[config.mk]
export PLATFORM = sky130hd
export DESIGN_NAME = multi_block_controller
export DESIGN_NICKNAME = d
export VERILOG_FILES = /design/src/rtl/multi_block_controller.sv
export SDC_FILE = /design/constraint.sdc
export NUM_CORES = 1
export LEC_CHECK = 0
export ABC_AREA = 1
export BUFFER_PORTS_ARGS = -buffer_cell sky130_fd_sc_hd__buf_2
export CORE_ASPECT_RATIO = 1.2
export CORE_MARGIN = 10
export CORE_UTILIZATION = 55
export CTS_BUF_LIST = sky130_fd_sc_hd__clkbuf_4 sky130_fd_sc_hd__clkbuf_8
export CTS_CLUSTER_DIAMETER = 100
export DETAILED_ROUTE_END_ITERATION = 16
export GPL_ROUTABILITY_DRIVEN = 0
export GPL_TIMING_DRIVEN = 0
export PLACE_DENSITY = 0.72
export SKIP_CTS_REPAIR_TIMING = 1
export SYNTH_ARGS = -nofsm -noshare
export SYNTH_HDL_FRONTEND = slang
export SYNTH_SLANG_ARGS = --single-unit
[constraint.sdc]
create_clock -name clk -period 3.4 [get_ports clk]
set_input_delay 0.34 -clock clk [delete_from_list [all_inputs] [get_ports clk]]
set_output_delay 0.34 -clock clk [all_outputs]
set_load 0.005 [all_outputs]
[src/rtl/multi_block_controller.sv]
// Holds NUM_BLOCKS square sprites, moves the selected one on each move_tick (wrap or clamp at
// the visible edges) and produces the per-pixel colour for the VGA display controller.
module multi_block_controller #(
  parameter int NUM_BLOCKS = 4,
  parameter int HALF       = 5,
  parameter int STEP       = 2,
  parameter int H_MIN      = 144,
  parameter int H_MAX      = 783,
  parameter int V_MIN      = 35,
  parameter int V_MAX      = 515,
  parameter int WRAP       = 1,
  parameter logic [12*NUM_BLOCKS-1:0] COLORS = 48'hF0F_00F_0F0_F00
) (
  input  logic        clk,
  input  logic        rst,
  input  logic        move_tick,
  input  logic        up,
  input  logic        down,
  input  logic        left,
  input  logic        right,
  input  logic        sel,
  input  logic        bright,
  input  logic [9:0]  hCount,
  input  logic [9:0]  vCount,
  output logic [11:0] rgb,
  output logic [11:0] background,
  output logic [2:0]  active_idx
);

  localparam logic [10:0] XLO    = 11'(H_MIN + HALF);
  localparam logic [10:0] XHI    = 11'(H_MAX - HALF);
  localparam logic [10:0] YLO    = 11'(V_MIN + HALF);
  localparam logic [10:0] YHI    = 11'(V_MAX - HALF);
  localparam logic [10:0] STEP11 = 11'(STEP);
  localparam logic [10:0] HALF11 = 11'(HALF);

  logic [10:0]           r_x [NUM_BLOCKS];
  logic [10:0]           r_y [NUM_BLOCKS];
  logic                  r_sel_d;
  logic [2:0]            r_active_idx;
  logic [11:0]           r_background;
  logic [NUM_BLOCKS-1:0] w_hit;
  logic [10:0]           w_h;
  logic [10:0]           w_v;
  logic [11:0]           w_rgb;

  // 11-bit arithmetic keeps x+STEP and x-STEP free of 10-bit wrap at the screen limits.
  function automatic logic [10:0] f_inc(input logic [10:0] v, input logic [10:0] lo,
                                        input logic [10:0] hi);
    if (v + STEP11 > hi) return (WRAP != 0) ? lo : hi;
    return v + STEP11;
  endfunction

  function automatic logic [10:0] f_dec(input logic [10:0] v, input logic [10:0] lo,
                                        input logic [10:0] hi);
    if (v < lo + STEP11) return (WRAP != 0) ? hi : lo;
    return v - STEP11;
  endfunction

  always_ff @(posedge clk or posedge rst) begin
    if (rst) begin
      for (int i = 0; i < NUM_BLOCKS; i++) begin
        r_x[i] <= 11'(H_MIN + 4 * HALF * (i + 1));
        r_y[i] <= 11'((V_MIN + V_MAX) / 2);
      end
      r_active_idx <= 3'd0;
      r_sel_d      <= 1'b0;
    end else begin
      r_sel_d <= sel;
      if (sel && !r_sel_d)
        r_active_idx <= (r_active_idx == 3'(NUM_BLOCKS - 1)) ? 3'd0 : r_active_idx + 3'd1;
      // The move uses the index as it stands before any same-cycle select edge.
      if (move_tick) begin
        for (int i = 0; i < NUM_BLOCKS; i++) begin
          if (r_active_idx == 3'(i)) begin
            if (right)     r_x[i] <= f_inc(r_x[i], XLO, XHI);
            else if (left) r_x[i] <= f_dec(r_x[i], XLO, XHI);
            else if (up)   r_y[i] <= f_dec(r_y[i], YLO, YHI);
            else if (down) r_y[i] <= f_inc(r_y[i], YLO, YHI);
          end
        end
      end
    end
  end

  always_ff @(posedge clk or posedge rst) begin
    if (rst)        r_background <= 12'hFFF;
    else if (right) r_background <= 12'hFF0;
    else if (left)  r_background <= 12'h0FF;
    else if (down)  r_background <= 12'h0F0;
    else if (up)    r_background <= 12'h00F;
  end

  always_comb begin
    w_h   = {1'b0, hCount};
    w_v   = {1'b0, vCount};
    w_hit = '0;
    for (int i = 0; i < NUM_BLOCKS; i++) begin
      w_hit[i] = (w_h + HALF11 >= r_x[i]) && (w_h <= r_x[i] + HALF11) &&
                 (w_v + HALF11 >= r_y[i]) && (w_v <= r_y[i] + HALF11);
    end
  end

  // Scanning downwards lets the lowest-index hit block win.
  always_comb begin
    w_rgb = r_background;
    for (int i = NUM_BLOCKS - 1; i >= 0; i--) begin
      if (w_hit[i]) w_rgb = COLORS[12*i +: 12];
    end
    if (!bright) w_rgb = 12'h000;
  end

  assign rgb        = w_rgb;
  assign background = r_background;
  assign active_idx = r_active_idx;

endmodule

Word level (Yosys, flattened, before mapping):

Cells that the tools add are included.
W data, S select, Z words.

* bits in registers: 104
* bits of input ports: 29
* output and inout port bits: 27
* logic and storage cells: 247

* $add $sub $neg: 27
* order comparisons: 32
* equal/unequal tests: 3
* mux-type cells: 146
* bitwise gates (word level): 2
* reductions and logical operators: 26

Operator list (count)
* $mux W11: 48
* $mux W12: 9
* $add A11 B2 Y11 const B: 8
* $add A11 B3 Y11 const B: 8
* $ge A11 B11 Y1: 8
* $le A10 B11 Y1: 8
* $mux W1: 88
* $sub A11 B2 Y11 const B: 8
* $gt A11 B10 Y1 const B: 4
* $gt A11 B9 Y1 const B: 4
* $lt A11 B6 Y1 const B: 4
* $lt A11 B8 Y1 const B: 4
* $add A10 B3 Y11 const B: 2
* $reduce_and A5 Y1: 4
* $logic_and A1 B1 Y1: 13
* $reduce_and A3 Y1: 4
* $eq A3 B2 Y1 const B: 2
* $reduce_bool A2 Y1: 2
* $reduce_bool A4 Y1: 1
* $add A3 B1 Y3 const B: 1
* $eq A3 B1 Y1 const B: 1
* $logic_not A3 Y1: 1
* $mux W3: 1
* $not A1 Y1: 2
* $logic_not A1 Y1: 1

Longest topological paths before layout:

Gate-level depths: netlist of the first run.

* depth after elaboration: 12
* depth in mapped cells: 22

Worst setup path before layout of the first run:

OpenSTA, ideal clock, no wires.

* path type: register to output
* start point: register r_y[13] (netlist name)
* end point: output rgb[1]
* data arrival time: 2716 ps
* data required time: 3060 ps
* setup slack: 344 ps
* cell stages (with the launch flop): 18
* buffers on the path: 1
* cell sequence: dfrtp_1 inv_1 ha_1 a21oi_1 nor3_1 nand3_1 nor2_1 xor2_1 ha_1 a21oi_1 a21boi_0 nand2_1 nand2_1 nand2_1 nor2_1 nor2_1 nor2_1 buf_4

* cells in the longest elaborated chain, start to end: 7

Ends and longest elaborated chain
* start: declaration: RTL line 38 `logic [10:0] r_y [NUM_BLOCKS];`
* start signal: indexed assignment: RTL line 64 `r_y[i] <= 11'((V_MIN + V_MAX) / 2);`
* start signal: indexed assignment: RTL line 78 `else if (up) r_y[i] <= f_dec(r_y[i], YLO, YHI);`
* start signal: indexed assignment: RTL line 79 `else if (down) r_y[i] <= f_inc(r_y[i], YLO, YHI);`
* $add A11 B3 Y11 or $ge A11 B11 Y1 (tied branches): RTL line 100 `(w_v + HALF11 >= r_y[i]) && (w_v <= r_y[i] + HALF11);`
* $le A10 B11 Y1 or $logic_and A1 B1 Y1 (tied branches): RTL line 100, 99
* $logic_and A1 B1 Y1 (*): RTL line 100
* $mux W12 (*) (3 in series): RTL line 108 `if (w_hit[i]) w_rgb = COLORS[12*i +: 12];`
* $mux W12 (*): RTL line 110 `if (!bright) w_rgb = 12'h000;`
* end: declaration: RTL line 25 `output logic [11:0] rgb,`

Every way passes the cells marked *; elsewhere a longest branch is shown, timed or not.

Final worst setup path of the first run:

* start point: register r_y[12] (netlist name)
* end point: output rgb[11]

The elaborated chain is that of the path after synthesis.

==> metrics list, run 1 <==
- The flow ran to the end, but the final reports show violations.
* Violated checks: negative setup slack
- Summed over all layers, the routed wires come to 41.6 mm.
* Standard-cell row count: 63
* Sw power: around 7 mW
* TritonCTS buffer count: 9
- On the critical path the largest part of the delay comes from simple AND/OR/NAND/NOR gates.
- The detail route stage leaves a number of antenna-violating nets equal to 0.
- Worst-path cell chain: ha_4 -> a21oi_2 -> nor3_2 -> nand3_2 -> nor2_2 -> xor2_1 -> ha_1 -> nand2_2 -> inv_2 -> nand3_2 -> nor3b_2 -> a21oi_1 -> nand2_1 -> nand2_2 -> nor2_4 -> nor2_1 -> nand2_2 -> a21oi_4 -> buf_4 -> buf_2
- Largest area contributor in the synthesized netlist: sky130_fd_sc_hd__ha_1
* Post-DR vias/cell: between 5 and 6
* Die extent in x: 164 um
- The H-tree was split into 3 levels.
* Num ports: 56
- The worst hold path begins at sel.
- The worst setup path is captured at a primary output.
- Proportion of layout cells with a drive suffix above 1: between 10% and 20%
- In the global route stage, overall resource usage came out at 25.9%.
- Share of power burned in registers: about a fifth
- Post-Place Setup Slack: -767 ps
- First-pass iteration count of the detailed router: 6
* Detail Placement HPWL: 31.7 mm
- Yosys mapped the design onto 55 distinct sky130hd cell types.
* Maximum fanout count along the critical path: 6
* Height of the die: 193 um
- Synth-to-Final Area Change: 11.0%
* Maximum capacitance violations: 0
- In this run the biggest area consumer among cell types represents 19.6% of the synthesized area.
* Max stage delay on crit path: 640 ps
* Worst path arrival time: 3600 ps
- Kind of critical path: flop to primary output
- Headroom to the max-slew limit came out at 43.0%.
* Number of buffer and inverter instances along the worst setup path: 3
- DRC marker count from the first detailed-route iteration: 1,224
- In this run the static leakage power is 7.56 nW.
- Count of synthesis-stage warnings from yosys: 0
* Average cell area after synthesis: approximately 6.8 um2
* Worst-Skew Late Latency: 430 ps
- Final cycle utilization of the critical path: 116%
* Layout net count: 2,361
- Across all setup checks in the final design, the least slack found is -539 ps.
- For this run the aggregate overflow at the end of global routing stands at 0.
- For the worst setup path, the data required time is 3060 ps.
- The longest clock path from root to sink contains 2 buffers.
- Asr flop ratio synth: 100%
* Overall Power: roughly 13 mW
- Among all stages on the critical path, the largest delay is contributed by sky130_fd_sc_hd__dfstp_2.
* Post-layout minimum cycle time: approximately 3900 ps
- The count of final hold-check violations is 0.
- DR WL/cell: roughly 17 um
- Combinational power share: 74.9%
* Pwr dens: about 830 nW/um2
- The final count of pins violating max slew was 0.
* Top area cells in the synthesized netlist: sky130_fd_sc_hd__ha_1 20%, sky130_fd_sc_hd__nand2_1 11%, sky130_fd_sc_hd__dfrtp_1 11%, sky130_fd_sc_hd__xor2_1 9.1%, sky130_fd_sc_hd__nor2_1 6.6%
- In this run, the clock network consumes 6.4% of the power.
* Worst Setup SP: r_y[12]
* Post-Syn Area: 13,700 um2
- Setup repair after global routing could not meet its margin everywhere.
- The first global-routing pass estimated 66.6 mm of wire.
- Peak supply drop: 0.000523 V
* Transition time of the tightest slew-check pin: 855 ps
- Syn nets: between 2,000 and 2,500
- Internal Dissipation: approximately 5.6 mW
* TritonCTS clock tree: built
- Port buffering added 54 buffers.
- Among the stages of the critical path, the cell type that occurs most often is sky130_fd_sc_hd__nand2_2.
- Post-synth EDFFs: 0
* Largest net degree at the start of global routing: 65
* Die area: 31,600 um2
* Top achievable clock speed: 254 MHz
- For this design, the sink count on the clock tree is 95.
- Startpoint class of the critical path: flop
- Area of the core region: between 20,000 and 25,000 um2
* Switching Share: 55.8%
* Vias in the first global route: roughly 13,000
- Inserted Diodes: 0
* Cells after Synth: between 2,000 and 2,500
- Path category of the worst min-delay check: input pin to flop
- Detailed routing inserted a total of between 10,000 and 15,000 vias.
- Initial Utilization: 55.6%
- Antenna violations before repair: 0
* Count of endpoints failing setup in the final report: 12
* Number of design rule violations left after detail routing: 0
- In this run, synthesis produced a sequential element count of 95.
* Sequential area share after synthesis: between 15 and 20%
- Commonest register cell after synthesis: sky130_fd_sc_hd__dfrtp_1
- After clock tree synthesis, the clock-pin slew on the worst setup and hold paths is 100 ps.
- CTS Root Cell: sky130_fd_sc_hd__clkbuf_8
- Final Skew: roughly 16 ps
- In this run the critical register-to-register path is launched from r_y[1].
## worst reg2reg max path: cells and delay by family (launching register included)
family	cells	cell delay, ps
AOI/OAI and AO/OA	3	650
adders and majority gates	1	200
and+or+nand+nor	5	870
DFF	1	630
## worst paths after layout
path	end	cells after the start	slack (ps)
max	rgb[11]	20	-540
min in group asynchronous	r_x[32]	3	470
min reg2reg	r_y[11]	2	540
max in group asynchronous	r_y[19]	4	2180
min	r_sel_d	1	40
max reg2reg	r_y[5]	9	970
## power groups by stage
stage	logic (mW)	clock network [mW]	registers (mW)
3_3_place_gp	8.34	0	2.35
4_1_cts	8.65	0.821	2.34
3_5_place_dp	8.59	0	2.36
5_1_grt	10.6	0.870	2.43
2_1_floorplan	6.69	0	2.18
6_report	9.41	0.806	2.34
## layer usage
metal	track usage, %	vias to the layer above	routed length (um)
met3	3.09	124	2500
met1	32.3	6524	17600
li1	-	6863	-
met2	43.3	547	19700
met5	0	-	0
met4	12.6	0	1900
## logic make-up (layout without fill, tap and decap cells)
logic type	count (synthesis)	after routing	share of synthesized area [%]
compound gates	322	322	13.1
xor+xnor	147	147	9.42
fa+ha+maj	214	214	19.6
buf+inv	315	416	9.91
flops	95	95	17.7
simple gates	929	929	30.3
## cell usage in the layout, fill, tap and decap left out, types with 8 or more instances in the layout
cell	Yosys	layout
sky130_fd_sc_hd__a21o_1	10	10
sky130_fd_sc_hd__a21oi_1	144	135
sky130_fd_sc_hd__a22oi_1	13	13
sky130_fd_sc_hd__a31oi_1	12	12
sky130_fd_sc_hd__buf_2	20	72
sky130_fd_sc_hd__buf_4	29	57
sky130_fd_sc_hd__clkbuf_1	8	8
sky130_fd_sc_hd__clkbuf_8	2	12
sky130_fd_sc_hd__clkinv_1	8	8
sky130_fd_sc_hd__dfrtp_1	62	52
sky130_fd_sc_hd__dfrtp_2	0	10
sky130_fd_sc_hd__dfstp_2	33	33
sky130_fd_sc_hd__ha_1	214	210
sky130_fd_sc_hd__inv_1	229	221
sky130_fd_sc_hd__inv_2	12	19
sky130_fd_sc_hd__nand2_1	418	409
sky130_fd_sc_hd__nand2_2	15	24
sky130_fd_sc_hd__nand3_1	100	92
sky130_fd_sc_hd__nand3_2	2	9
sky130_fd_sc_hd__nand3b_1	11	11
sky130_fd_sc_hd__nand4_1	54	54
sky130_fd_sc_hd__nor2_1	241	227
sky130_fd_sc_hd__nor2_2	11	19
sky130_fd_sc_hd__nor2_4	4	10
sky130_fd_sc_hd__nor3_1	39	29
sky130_fd_sc_hd__nor3_2	6	15
sky130_fd_sc_hd__o21a_1	8	8
sky130_fd_sc_hd__o21ai_0	91	90
sky130_fd_sc_hd__o21ai_1	7	8
sky130_fd_sc_hd__o22ai_1	14	14
sky130_fd_sc_hd__xor2_1	142	138
## cells in the mapped netlist (all sizes together) (33+ instances only)
cell type / n
nand2: 435
nor2: 257
inv: 242
ha: 214
a21oi: 144
xor2: 142
nand3: 102
o21ai: 98
dfrtp: 62
nand4: 55
buf: 54
nor3: 50
dfstp: 33
## layout make-up
cell class                      instances  area (um2)
Tap cell                              325         407
Clock buffer                           11         145
Clock inverter                          5        42.5
Buffer                                 65         424
Fill cell                            2345        9420
Multi-Input combinational cell       1612       10300
Inverter                              250         943
Sequential cell                        95        2430
Timing Repair Buffer                   85         532
## per-stage QoR
stage	setup TNS [ps]	cell area [um2]	hold WS (ps)	util (%)	std cells
detailed placement	-8140	14400	399	58.5	2402
finish	-5810	15200	39.7	61.7	2448
global placement	-56610	14300	464	58.3	2401
floorplan	0	13700	371	-	2022
CTS	-10700	14600	-60.5	59.2	2418
global route	-7670	15200	34.4	61.7	2448
## state kept, by name, summed over array words and instances (netlist names)
signal	count
r_x	44
r_y	44
active_idx	3
background	3
r_sel_d	1
Note: power is estimated with default switching activity, not from simulation.
==> inputs of run 2 (changes only) <==
--- a/config.mk
+++ b/config.mk
@@ -9,2 +9,3 @@
 export BUFFER_PORTS_ARGS = -buffer_cell sky130_fd_sc_hd__buf_2
+export CAP_MARGIN = 30
 export CORE_ASPECT_RATIO = 1.2
--- a/constraint.sdc
+++ b/constraint.sdc
@@ -3,2 +3,2 @@
 set_output_delay 0.34 -clock clk [all_outputs]
-set_load 0.005 [all_outputs]
+set_load 0.02 [all_outputs]
==> run 2 against run 1 <==
Effect of this change: the run still ends with negative setup slack left; count of clock-buffer cells in the layout is the same; worst setup slack gained 35 ps; total power grew 1.4%; sequential power is essentially flat; worst hold slack lost 4.6 ps; clock power grew 0.7%; final cell count is the same; register-to-register slack gained 30 ps; core utilization grew 0.38 points; non-clock buffer count is the same; flip-flop and latch count is the same; die area is the same; largest cell class unchanged.
==> metrics list, run 2 (synthesized netlist as in run 1, its figures left out) <==
- Number of design rule violations left after detail routing: 0 (unchanged)
- Placed cells: 2,402 (unchanged)
- Setup repair after global routing could not meet its margin everywhere.
- The setup TNS is -5520 ps (+288 ps).
* Worst-case register-to-register setup slack: 1000 ps (+30 ps)
- In the layout the commonest cells are 410 x sky130_fd_sc_hd__nand2_1, 223 x sky130_fd_sc_hd__nor2_1, 221 x sky130_fd_sc_hd__inv_1.
- Remaining antenna violation count after routing: 0 (unchanged)
- Critical Path Stages: 20 (unchanged)
- The peak supply drop was 0.000529 V (+1.2%).
- The tree is rooted in a sky130_fd_sc_hd__clkbuf_8.
- Vias in the first global route: 13,400 (unchanged)
- The final reports fail on negative setup slack.
* Crit path capture: rgb[10]
- The initial cell density of the core was 55.6% (unchanged).
- The count of max-cap constraint violations was 0 (unchanged).
- Worst Reg-to-Reg Cells: 9 (unchanged)
- Proportion of layout cells with a drive suffix above 1: 16.1% (+0.19 points)
- TritonCTS built the clock tree.
- Transition time of the tightest slew-check pin: 847 ps (-8.09 ps)
- Normalized max-slew margin: 43.5% (+0.54 points)
* Die extent in x: 164 um (unchanged)
* Area of the core region: 24,600 um2 (unchanged)
- Total count of hold-check failures in the final report: 0 (unchanged)
- Total routing resource utilization after global routing: 25.9% (unchanged)
- Worst Path Required: 3060 ps (about the same)
- Outcome: finished, violations left
- met2 is the most crowded layer.
* Final std cells w/o fill: 2,448 (unchanged)
- In this run the critical register-to-register path is launched from r_y[1].
* GR met2 Demand/Resource: 43.3% (unchanged)
* Max stage delay on crit path: 630 ps (about the same)
- Worst Setup SP: r_y[12]
- First-pass iteration count of the detailed router: 5 (-1)
* Master of the slowest instance on the critical path: sky130_fd_sc_hd__dfstp_2
- The final routed wirelength across all metal layers came to 41.6 mm (about the same).
- GR Layer Usage met3: 3.09% (unchanged)
- Inserted Diodes: 0 (unchanged)
- The number of rows in the core area came to 63 (unchanged).
- The worst setup path is launched from a flop.
- The arrival time at the worst endpoint is 3560 ps (-40 ps).
* Post-Place Setup Slack: -817 ps (-50.9 ps)
- The clock slew seen by the registers of the worst setup and hold paths came to 100 ps (about the same).
* Met1 global-route usage: 32.3% (unchanged)
- Critical register-to-register path endpoint: r_y[5]
* Antenna violations before repair: 0 (unchanged)
* Number of buffer and inverter instances along the worst setup path: 3 (unchanged)
* Final Max Slew Viols: 0 (unchanged)
- The shortest period the worst path allows came to 3900 ps (-34.9 ps).
- The total half-perimeter wirelength after legalization and detailed placement came to 31.7 mm (unchanged).
* Fillers: 2,337 (-0.34%)
- Via count of the routed design: 14,000 (-0.18%)
* Pwr dens: 834 nW/um2 (+0.75%)
- The starting DRC count in detailed routing came to 1,273 (+4.0%).
* Worst-Skew Late Latency: 420 ps (about the same)
* Worst-path cell chain: ha_4 -> a21oi_4 -> nor3_4 -> nand3_2 -> nor2_2 -> xor2_1 -> ha_1 -> nand2_2 -> inv_2 -> nand3_2 -> nor3b_2 -> a21oi_1 -> nand2_1 -> nand2_2 -> nor2_4 -> nor2_1 -> nand2_1 -> a21oi_4 -> buf_4 -> buf_6
- Leakage: 7.58 nW (+0.29%)
- The total clock buffers created by CTS was 9 (unchanged).
- Endpoint type of the worst setup path: primary output
- First-pass GRT wire length: 66.6 mm (unchanged)
- The largest registers in the layout are r_x (44), r_y (44).
* Source of the worst hold timing path: sel
- Remaining global-route overflow: 0 (unchanged)
- The number of sinks on the clock net came to 95 (unchanged).
- The maximum operating frequency is 256 MHz (+0.89%).
* DR WL/cell: 17.0 um (about the same)
* Most common cell after layout, fill and taps aside: sky130_fd_sc_hd__nand2_1
* Largest net degree at the start of global routing: 65 (unchanged)
- The final worst-path setup slack came to -505 ps (+34.9 ps).
- Final Skew: 15.4 ps (-0.292 ps)
- Height of the die: 193 um (unchanged)
* H-tree levels: 3 (unchanged)
- Maximum fanout count along the critical path: 6 (unchanged)
- The die outline area came to 31,600 um2 (unchanged).
- The final layout net count came to 2,361 (unchanged).
- Number of buffers between clock root and the deepest sink: 2 (unchanged)
- The final setup violation count came to 12 (unchanged).
- The via-per-instance ratio is 5.73 (-0.18%).
- Kind of critical path: flop to primary output
- Worst path top cell family by delay: simple AND/OR/NAND/NOR gates
- The count of pins on the block boundary was 56 (unchanged).
- Relative to the synthesized area, the layout overhead comes to 11.7%.
* Final cycle utilization of the critical path: 115% (-1.0 points)
- Total of buffers placed on input and output ports: 54 (unchanged)
- The worst hold path belongs to the class input pin to flop.
-- run 2: cell counts in the layout (fill, tap and decap cells not counted) --
No cell type changed its count.
-- run 2: metal layers --
metal	share of wire [%]	routed length [um]
met1	42	17600
met2	47	19700
met3	5.8	2420
met4	4.7	1970
met5	0	0
-- run 2: worst register-to-register path, stage by stage, from the launching register on --
cell	delay, ps
sky130_fd_sc_hd__dfstp_2	630
sky130_fd_sc_hd__ha_1	200
sky130_fd_sc_hd__nand2_1	120
sky130_fd_sc_hd__o21ai_0	250
sky130_fd_sc_hd__o21ai_0	230
sky130_fd_sc_hd__nor4_1	240
sky130_fd_sc_hd__nand3_1	260
sky130_fd_sc_hd__nand2_1	170
sky130_fd_sc_hd__nand2_1	80
sky130_fd_sc_hd__a22oi_1	150
-- run 2: where the power goes --
part           leakage [nW]  total (mW)  internal [mW]  switching [mW]
combinational          6.42        9.57           3.57            6.00
clock                0.0988       0.812          0.303           0.509
sequential             1.07        2.35           1.74           0.606
-- run 2: through the flow --
step | power (mW) | hold slack [ps] | util, % | instance area [um2]
6_report | 12.7 | 35.1 | 62.1 | 15300
5_1_grt | 14.1 | 34.4 | 62.1 | 15300
4_1_cts | 11.9 | -60.5 | 59.2 | 14600
3_5_place_dp | 11.0 | 399 | 58.5 | 14400
3_3_place_gp | 10.8 | 464 | 58.3 | 14300
2_1_floorplan | 8.95 | 371 | - | 13700
-- run 2: area by class of cell --
| cell class | count | area, um2 | area share (%) |
|---|---|---|---|
| timing repair buffer | 85 | 587 | 3.84 |
| sequential | 95 | 2430 | 15.9 |
| inverter | 250 | 943 | 6.18 |
| buffer | 65 | 428 | 2.80 |
| clock inverter | 5 | 42.5 | 0.279 |
| tap | 325 | 407 | 2.66 |
| clock buffer | 11 | 145 | 0.950 |
| multi-input combinational | 1612 | 10300 | 67.4 |
-- run 2: how the worst min path moves through the flow --
stage | slack (ps) | end | cells past startpoint
final | 40 | r_sel_d | 1
after detailed placement | 400 | r_x[41] | 2
after global routing | 30 | r_sel_d | 1
after global placement | 460 | r_sel_d | 1
after floorplan | 370 | r_sel_d | 0
after CTS | -60 | r_x[41] | 2
